==> config.mk <==
export PLATFORM = sky130hd
export DESIGN_NAME = segway
export DESIGN_NICKNAME = d
export VERILOG_FILES = /design/src/rtl/segway_pkg.sv /design/src/rtl/segway_uart_rx.sv /design/src/rtl/segway.sv
export SDC_FILE = /design/constraint.sdc
export NUM_CORES = 1
export LEC_CHECK = 0
export CAP_MARGIN = 30
export CELL_PAD_IN_SITES_DETAIL_PLACEMENT = 0
export CELL_PAD_IN_SITES_GLOBAL_PLACEMENT = 1
export CORE_MARGIN = 3
export CORE_UTILIZATION = 50
export DETAILED_ROUTE_END_ITERATION = 8
export HOLD_SLACK_MARGIN = 0.12
export PLACE_DENSITY_LB_ADDON = 0.1
export REMOVE_ABC_BUFFERS = 1
export SYNTH_ARGS = -nofsm -noshare
export SYNTH_HDL_FRONTEND = slang
export SYNTH_HIERARCHICAL = 1
export SYNTH_SLANG_ARGS = --single-unit
==> constraint.sdc <==
create_clock -name clk -period 4.87 [get_ports clk]
set_clock_uncertainty 0.05 [all_clocks]
set_input_delay 1.461 -clock clk [delete_from_list [all_inputs] [get_ports clk]]
set_output_delay 1.461 -clock clk [all_outputs]
set_load 0.02 [all_outputs]
==> src/rtl/segway_pkg.sv <==
// rtl/segway_pkg.sv - shared constants, auth state type and A2D helpers for segway
package segway_pkg;

  localparam logic [7:0] CMD_GO   = 8'h67;
  localparam logic [7:0] CMD_STOP = 8'h73;

  typedef enum logic [1:0] {
    AUTH_OFF  = 2'd0,
    AUTH_PWR1 = 2'd1,
    AUTH_PWR2 = 2'd2
  } auth_state_t;

  localparam logic [2:0] CH_LFT  = 3'd0;
  localparam logic [2:0] CH_RGHT = 3'd4;
  localparam logic [2:0] CH_BATT = 3'd5;

  localparam logic [11:0] DEF_MIN_RIDER_WT = 12'h200;
  localparam logic [11:0] DEF_BATT_LOW     = 12'h800;

  // Round-robin slot to ADC128S channel number
  function automatic logic [2:0] ch_of_idx(input logic [1:0] idx);
    case (idx)
      2'd0:    return CH_LFT;
      2'd1:    return CH_RGHT;
      default: return CH_BATT;
    endcase
  endfunction

  function automatic logic [15:0] a2d_cmd(input logic [2:0] ch);
    return {2'b00, ch, 11'h000};
  endfunction

endpackage

==> src/rtl/segway_uart_rx.sv <==
// rtl/segway_uart_rx.sv - 8N1 UART receiver, LSB first, centre-sampled
module segway_uart_rx #(
  parameter int BAUD_DIV = 2604
) (
  input  logic       i_clk,
  input  logic       i_rst_n,
  input  logic       i_rx,
  input  logic       i_clr_rdy,
  output logic       o_rdy,
  output logic [7:0] o_data
);

  localparam int CW = $clog2(BAUD_DIV);
  localparam logic [CW-1:0] FULL = CW'(BAUD_DIV - 1);
  localparam logic [CW-1:0] HALF = CW'(BAUD_DIV / 2 - 1);

  localparam logic [1:0] S_IDLE  = 2'd0;
  localparam logic [1:0] S_START = 2'd1;
  localparam logic [1:0] S_DATA  = 2'd2;
  localparam logic [1:0] S_STOP  = 2'd3;

  // [1:0] synchroniser, [2] one-clock history for start-edge detection
  logic [2:0]    r_rx_sync;
  logic [1:0]    r_state;
  logic [CW-1:0] r_cnt;
  logic [2:0]    r_bit;
  logic [7:0]    r_shift;
  logic          r_rdy;
  logic [7:0]    r_data;
  logic          w_rx;
  logic          w_fall;

  assign w_rx   = r_rx_sync[1];
  assign w_fall = r_rx_sync[2] & ~r_rx_sync[1];

  always_ff @(posedge i_clk or negedge i_rst_n) begin
    if (!i_rst_n) begin
      r_rx_sync <= 3'b111;
      r_state   <= S_IDLE;
      r_cnt     <= '0;
      r_bit     <= '0;
      r_shift   <= '0;
      r_rdy     <= 1'b0;
      r_data    <= '0;
    end else begin
      r_rx_sync <= {r_rx_sync[1:0], i_rx};
      if (i_clr_rdy) r_rdy <= 1'b0;
      case (r_state)
        S_IDLE: begin
          if (w_fall) begin
            r_rdy   <= 1'b0;
            r_cnt   <= HALF;
            r_state <= S_START;
          end
        end
        S_START: begin
          if (r_cnt == '0) begin
            // A start bit that is high again at its centre was a glitch
            r_state <= w_rx ? S_IDLE : S_DATA;
            r_cnt   <= FULL;
            r_bit   <= '0;
          end else begin
            r_cnt <= r_cnt - 1'b1;
          end
        end
        S_DATA: begin
          if (r_cnt == '0) begin
            r_shift <= {w_rx, r_shift[7:1]};
            r_cnt   <= FULL;
            if (r_bit == 3'd7) r_state <= S_STOP;
            r_bit <= r_bit + 3'd1;
          end else begin
            r_cnt <= r_cnt - 1'b1;
          end
        end
        default: begin
          if (r_cnt == '0) begin
            r_data  <= r_shift;
            r_rdy   <= 1'b1;
            r_state <= S_IDLE;
          end else begin
            r_cnt <= r_cnt - 1'b1;
          end
        end
      endcase
    end
  end

  assign o_rdy  = r_rdy;
  assign o_data = r_data;

endmodule

==> src/rtl/segway.sv <==
// rtl/segway.sv - power-up supervisor: BLE auth FSM, A2D load-cell/battery poller, piezo alarm
module segway
  import segway_pkg::*;
#(
  parameter int          BAUD_DIV     = 2604,
  parameter logic [11:0] MIN_RIDER_WT = DEF_MIN_RIDER_WT,
  parameter logic [11:0] BATT_LOW     = DEF_BATT_LOW,
  parameter int          FAST_SIM     = 0
) (
  input  logic       clk,
  input  logic       RST_n,
  input  logic       RX,
  output logic       A2D_SS_n,
  output logic       A2D_SCLK,
  output logic       A2D_MOSI,
  input  logic       A2D_MISO,
  output logic       INERT_SS_n,
  output logic       INERT_SCLK,
  output logic       INERT_MOSI,
  input  logic       INERT_MISO,
  input  logic       INT,
  output logic       PWM_frwrd_lft,
  output logic       PWM_rev_lft,
  output logic       PWM_frwrd_rght,
  output logic       PWM_rev_rght,
  output logic       piezo,
  output logic       piezo_n,
  output logic [7:0] LED
);

  localparam logic [15:0] POLL_MASK = (FAST_SIM != 0) ? 16'h00FF : 16'hFFFF;

  localparam logic [2:0] P_IDLE = 3'd0;
  localparam logic [2:0] P_XFER = 3'd1;
  localparam logic [2:0] P_HOLD = 3'd2;
  localparam logic [2:0] P_GAP  = 3'd3;

  logic [1:0]  r_rst_sync;
  logic        w_rst_n;
  logic        w_rx_rdy;
  logic [7:0]  w_rx_data;
  logic        w_clr_rx_rdy;
  auth_state_t r_state;
  auth_state_t w_state_nxt;
  logic        r_pwr_up;
  logic [15:0] r_poll_cnt;
  logic        w_poll_tick;
  logic [2:0]  r_pst;
  logic [4:0]  r_ph;
  logic [3:0]  r_bit;
  logic        r_txn;
  logic [1:0]  r_ch_idx;
  logic [2:0]  w_ch;
  logic        r_ss_n;
  logic        r_sclk;
  logic        r_mosi;
  logic [15:0] r_tx;
  logic [15:0] r_rx;
  logic [11:0] r_lft;
  logic [11:0] r_rght;
  logic [11:0] r_batt;
  logic [12:0] w_load_sum;
  logic        w_rider_off;
  logic        w_batt_low;
  logic [14:0] r_pz_cnt;
  logic        r_piezo;
  logic        w_unused;

  // Assertion is immediate, release is synchronised to clk
  always_ff @(posedge clk or negedge RST_n) begin
    if (!RST_n) r_rst_sync <= 2'b00;
    else        r_rst_sync <= {r_rst_sync[0], 1'b1};
  end
  assign w_rst_n = r_rst_sync[1];

  segway_uart_rx #(.BAUD_DIV(BAUD_DIV)) u_uart_rx (
    .i_clk     (clk),
    .i_rst_n   (w_rst_n),
    .i_rx      (RX),
    .i_clr_rdy (w_clr_rx_rdy),
    .o_rdy     (w_rx_rdy),
    .o_data    (w_rx_data)
  );

  // Every byte is consumed the cycle it is presented, whether it acts or not
  assign w_clr_rx_rdy = w_rx_rdy;

  always_comb begin
    w_state_nxt = r_state;
    case (r_state)
      AUTH_OFF:
        if (w_rx_rdy && w_rx_data == CMD_GO) w_state_nxt = AUTH_PWR1;
      AUTH_PWR1:
        if (w_rx_rdy && w_rx_data == CMD_STOP)
          w_state_nxt = w_rider_off ? AUTH_OFF : AUTH_PWR2;
      AUTH_PWR2:
        if (w_rx_rdy && w_rx_data == CMD_GO) w_state_nxt = AUTH_PWR1;
        else if (w_rider_off)                w_state_nxt = AUTH_OFF;
      default:
        w_state_nxt = AUTH_OFF;
    endcase
  end

  always_ff @(posedge clk or negedge w_rst_n) begin
    if (!w_rst_n) begin
      r_state  <= AUTH_OFF;
      r_pwr_up <= 1'b0;
    end else begin
      r_state  <= w_state_nxt;
      r_pwr_up <= (r_state != AUTH_OFF);
    end
  end

  assign w_poll_tick = (r_poll_cnt & POLL_MASK) == POLL_MASK;
  assign w_ch        = ch_of_idx(r_ch_idx);

  // SCLK period is 32 clocks: fall at phase 15 (MOSI update), rise at 31 (MISO sample)
  always_ff @(posedge clk or negedge w_rst_n) begin
    if (!w_rst_n) begin
      r_poll_cnt <= '0;
      r_pst      <= P_IDLE;
      r_ph       <= '0;
      r_bit      <= '0;
      r_txn      <= 1'b0;
      r_ch_idx   <= '0;
      r_ss_n     <= 1'b1;
      r_sclk     <= 1'b1;
      r_mosi     <= 1'b0;
      r_tx       <= '0;
      r_rx       <= '0;
      r_lft      <= '0;
      r_rght     <= '0;
      r_batt     <= '0;
    end else begin
      r_poll_cnt <= r_poll_cnt + 16'd1;
      case (r_pst)
        P_IDLE: begin
          if (w_poll_tick) begin
            r_ss_n <= 1'b0;
            r_tx   <= a2d_cmd(w_ch);
            r_ph   <= '0;
            r_bit  <= '0;
            r_pst  <= P_XFER;
          end
        end
        P_XFER: begin
          r_ph <= r_ph + 5'd1;
          if (r_ph == 5'd15) begin
            r_sclk <= 1'b0;
            r_mosi <= r_tx[15];
            r_tx   <= {r_tx[14:0], 1'b0};
          end else if (r_ph == 5'd31) begin
            r_sclk <= 1'b1;
            r_rx   <= {r_rx[14:0], A2D_MISO};
            r_bit  <= r_bit + 4'd1;
            if (r_bit == 4'd15) r_pst <= P_HOLD;
          end
        end
        P_HOLD: begin
          r_ph <= r_ph + 5'd1;
          if (r_ph == 5'd15) begin
            r_ss_n <= 1'b1;
            r_mosi <= 1'b0;
            r_ph   <= '0;
            r_pst  <= P_GAP;
          end
        end
        P_GAP: begin
          r_ph <= r_ph + 5'd1;
          if (r_ph == 5'd15) begin
            r_ph <= '0;
            if (!r_txn) begin
              // First frame only selects the channel; the second returns its result
              r_txn  <= 1'b1;
              r_ss_n <= 1'b0;
              r_tx   <= a2d_cmd(w_ch);
              r_bit  <= '0;
              r_pst  <= P_XFER;
            end else begin
              r_txn <= 1'b0;
              case (r_ch_idx)
                2'd0:    r_lft  <= r_rx[11:0];
                2'd1:    r_rght <= r_rx[11:0];
                default: r_batt <= r_rx[11:0];
              endcase
              r_ch_idx <= (r_ch_idx == 2'd2) ? 2'd0 : r_ch_idx + 2'd1;
              r_pst    <= P_IDLE;
            end
          end
        end
        default: r_pst <= P_IDLE;
      endcase
    end
  end

  assign w_load_sum  = {1'b0, r_lft} + {1'b0, r_rght};
  assign w_rider_off = w_load_sum < {1'b0, MIN_RIDER_WT};
  assign w_batt_low  = r_batt < BATT_LOW;

  always_ff @(posedge clk or negedge w_rst_n) begin
    if (!w_rst_n) begin
      r_pz_cnt <= '0;
      r_piezo  <= 1'b0;
    end else begin
      r_pz_cnt <= r_pz_cnt + 15'd1;
      r_piezo  <= (r_pwr_up && w_batt_low) ? r_pz_cnt[14] : 1'b0;
    end
  end

  assign A2D_SS_n   = r_ss_n;
  assign A2D_SCLK   = r_sclk;
  assign A2D_MOSI   = r_mosi;

  assign INERT_SS_n = 1'b1;
  assign INERT_SCLK = 1'b1;
  assign INERT_MOSI = 1'b0;

  assign PWM_frwrd_lft  = 1'b0;
  assign PWM_rev_lft    = 1'b0;
  assign PWM_frwrd_rght = 1'b0;
  assign PWM_rev_rght   = 1'b0;

  assign piezo   = r_piezo;
  assign piezo_n = ~r_piezo;
  assign LED     = {r_pwr_up, w_rider_off, r_batt[11:6]};

  assign w_unused = &{1'b0, INERT_MISO, INT, r_rx[15:12]};

endmodule

==> impl_metrics.env <==
export IMPL_antenna_found_initial=0
export IMPL_grt_pass1_wl_mm=21.4
export IMPL_die_area_um2=15000
export IMPL_use_met2_pct=28.6
export IMPL_final_util_pct=58.9
export IMPL_crit_required_ns=3.36
export IMPL_drv_slew=0
export IMPL_use_met3_pct=4.93
export IMPL_num_rows=41
export IMPL_cts_repair_resized=0
export IMPL_cts_sinks=138
export IMPL_syn_inst=579
export IMPL_die_y_um=122
export IMPL_grt_max_degree=58
export IMPL_slew_headroom_pct=45.6
export IMPL_vias_per_cell=5.53
export IMPL_nets=637
export IMPL_syn_area_um2=6760
export IMPL_cts_setup_buffers=0
export IMPL_rsz0062_at_grt="no"
export IMPL_synth_top_area_share_pct=49.2
export IMPL_grt_use_met1_pct=24.2
export IMPL_grt_usage_pct=18.0
export IMPL_synthTopCellsByArea="dfrtp_1 (49%), mux2_2 (10%), ha_1 (6.1%), xnor2_1 (2.2%), dfstp_2 (1.9%)"
export IMPL_grt_pass1_vias=4500
export IMPL_diodes=0
export IMPL_maxCapViolCount=0
export IMPL_finalWirelength_mm=12.1
export IMPL_busiest_layer="met2"
export IMPL_dpl_hpwl_mm=8.06
export IMPL_cts_buffers_inserted=17
export IMPL_fin_area_um2=7620
export IMPL_hold_buffers=0
export IMPL_total_power_w=0.00322
export IMPL_cp_arrival_ns=3.03
export IMPL_ctsHtreeMaxLevel=4
export IMPL_cellPowerDensity_nw_per_um2=423
export IMPL_dr_pass1_iters=4
export IMPL_netlist_top_cell_by_area="dfrtp_1"
export IMPL_port_buffers=16
export IMPL_wl_per_cell_um=15.4
export IMPL_drc_errors=0
export IMPL_antenna_left=0
export IMPL_drt_iter0_drc=293
export IMPL_fin_crit_ns=4.55
export IMPL_seq_area_frac_synth_pct=51.2
export IMPL_max_freq_mhz=220
export IMPL_synth_distinct_cells=75
export IMPL_end_kind="output port"
export IMPL_status="finished clean"
export IMPL_min_path_type="flip-flop to flip-flop"
export IMPL_fin_tns_setup_ns=0
export IMPL_tightest_slew_ns=0.810
export IMPL_leakagePower_nw=3.69
export IMPL_path_class="flip-flop to output port"
export IMPL_finalCritPeriodShare_pct=93.3
export IMPL_root_buffer="clkbuf_16"
export IMPL_drive_gt1_share_pct=21.1
export IMPL_via_count=4330
export IMPL_worstSetupStartpointType="flip-flop"
export IMPL_crit_fanout=2
export IMPL_gp_congestion=0.809
export IMPL_die_x_um=122
export IMPL_clk_pin_slew_worst_paths_ns=0.06
export IMPL_cts_tree="yes"
export IMPL_dpl_cell_area_um2=7040
export IMPL_syn_area_per_cell_um2=11.7
export IMPL_synth_top_flop_cell="dfrtp_1"
export IMPL_insertion_delay_ns=0.42
export IMPL_synth_seq_cells=138
export IMPL_synthArstFlopShare_pct=100
export IMPL_grt_overflow_total=0
export IMPL_io_pins=26
export IMPL_ys_top_cells_by_count="dfrtp_1 (133), mux2_2 (61), nand2_1 (34)"
export IMPL_setup_viol=0
export IMPL_coreArea_um2=12900
export IMPL_synth_edf_count=0
export IMPL_clk_path_buf_depth=2
export IMPL_yosysMostFrequentCell="dfrtp_1"
export IMPL_vdd_ir_drop_max_uv=308
export IMPL_syn2layout_area_growth_pct=12.7
export IMPL_ys_warn_count=6
export IMPL_start_util_pct=52.3
export IMPL_finalHoldViolCount=0
-- flip-flops by register name, indices dropped and copies added, names as in the netlist, 2 cells and up --
name and cells:
r_state 2, r_ch_idx 2, r_bit 4, u_uart_rx/r_bit 3, u_uart_rx/r_rx_sync 3, r_poll_cnt 16
r_pz_cnt 15, r_batt 6, r_pst 2, u_uart_rx/o_data 8, r_lft 12, r_tx 5
r_rst_sync 2, u_uart_rx/r_state 2, r_rx 12, u_uart_rx/r_cnt 12, r_ph 5, r_rght 12
u_uart_rx/r_shift 8
-- stage by stage --
stage                     instances  setup WS, ns  hold WS, ns
after global routing            783         0.239        0.315
final                           783         0.324        0.308
after detailed placement        751         0.795        0.286
after CTS                       783         0.324        0.310
after floorplan                 559         0.699        0.281
after global placement          750         0.828        0.291
-- power by group --
group / total, W / internal [W] / switching [W]
Combinational: 0.000664 / 0.000276 / 0.000388
Sequential: 0.00132 / 0.00121 / 0.000102
Clock: 0.00124 / 0.000727 / 0.000514
Total: 0.00322 / 0.00222 / 0.00100
-- final cells by class --
type                            count  area (um^2)
Fill cell                        1084         5310
Sequential cell                   138         3460
Multi-Input combinational cell    392         3060
Clock buffer                       18          439
Tap cell                          172          215
Timing Repair Buffer               20          194
Clock inverter                     14          139
Inverter                           29          109
-- worst max-delay path, cell delays in order, from the launching register on --
cell	delay, ns
dfrtp_1	0.38
ha_1	0.32
a211o_1	0.31
o211ai_1	0.10
a21oi_1	0.11
a311oi_1	0.35
mux2i_1	0.26
and3_1	0.19
clkdlybuf4s50_1	0.60
-- cells in the final DEF (no fill, tap or decap), types with 4 or more instances in the layout --
master / Yosys / routed
a31oi_1: 8 / 8
nor2b_1: 7 / 7
nor2_1: 32 / 32
ha_1: 33 / 33
xnor2_1: 17 / 17
a21oi_1: 17 / 17
nand4_1: 6 / 6
o211ai_1: 4 / 4
nand2_1: 34 / 34
mux2i_1: 4 / 4
o21ai_0: 21 / 21
inv_1: 29 / 29
mux2_2: 61 / 61
conb_1: 2 / 8
dfrtp_1: 133 / 132
and3_1: 13 / 13
dfstp_2: 5 / 5
clkbuf_16: 0 / 17
or3_1: 4 / 4
inv_6: 0 / 4
clkinv_4: 0 / 4
a211oi_1: 6 / 6
xor2_1: 11 / 11
nor3_1: 6 / 6
o22a_1: 4 / 4
clkdlybuf4s50_1: 0 / 16
nand3_1: 24 / 24
o31ai_1: 4 / 4
-- routing by layer --
metal	vias to the layer above	wire length (um)
met2	72	5710
li1	2099	-
met3	13	441
met4	0	151
met5	-	0
met1	2146	5770
-- final timing paths --
| path | slack [ns] | startpoint | cells past startpoint | endpoint |
|---|---|---|---|---|
| worst max register to register | 2.22 | u_uart_rx/r_cnt[6] | 4 | u_uart_rx/r_cnt[1] |
| worst min-delay path | 0.31 | u_uart_rx/r_rx_sync[0] | 0 | u_uart_rx/r_rx_sync[1] |
| min in group asynchronous | 0.35 | r_rst_sync[1] | 0 | r_pz_cnt[3] |
| max in group asynchronous | 3.35 | r_rst_sync[1] | 1 | r_batt[7] |
| worst min register to register | 0.31 | u_uart_rx/r_rx_sync[0] | 0 | u_uart_rx/r_rx_sync[1] |
| worst max-delay path | 0.32 | r_lft[4] | 8 | LED[6] |
-- kinds of logic after synthesis --
logic type	count (synthesis)	synth area share [%]
and+or+nand+nor	157	13.2
xor gates and xnor gates	28	3.63
AOI/OAI and AO/OA	101	11.0
muxes	65	10.8
DFF	138	51.2
buffers and inverters	55	4.00
other	2	0.111
adders and majority gates	33	6.11
No activity file was read; power rests on OpenSTA's default activity.
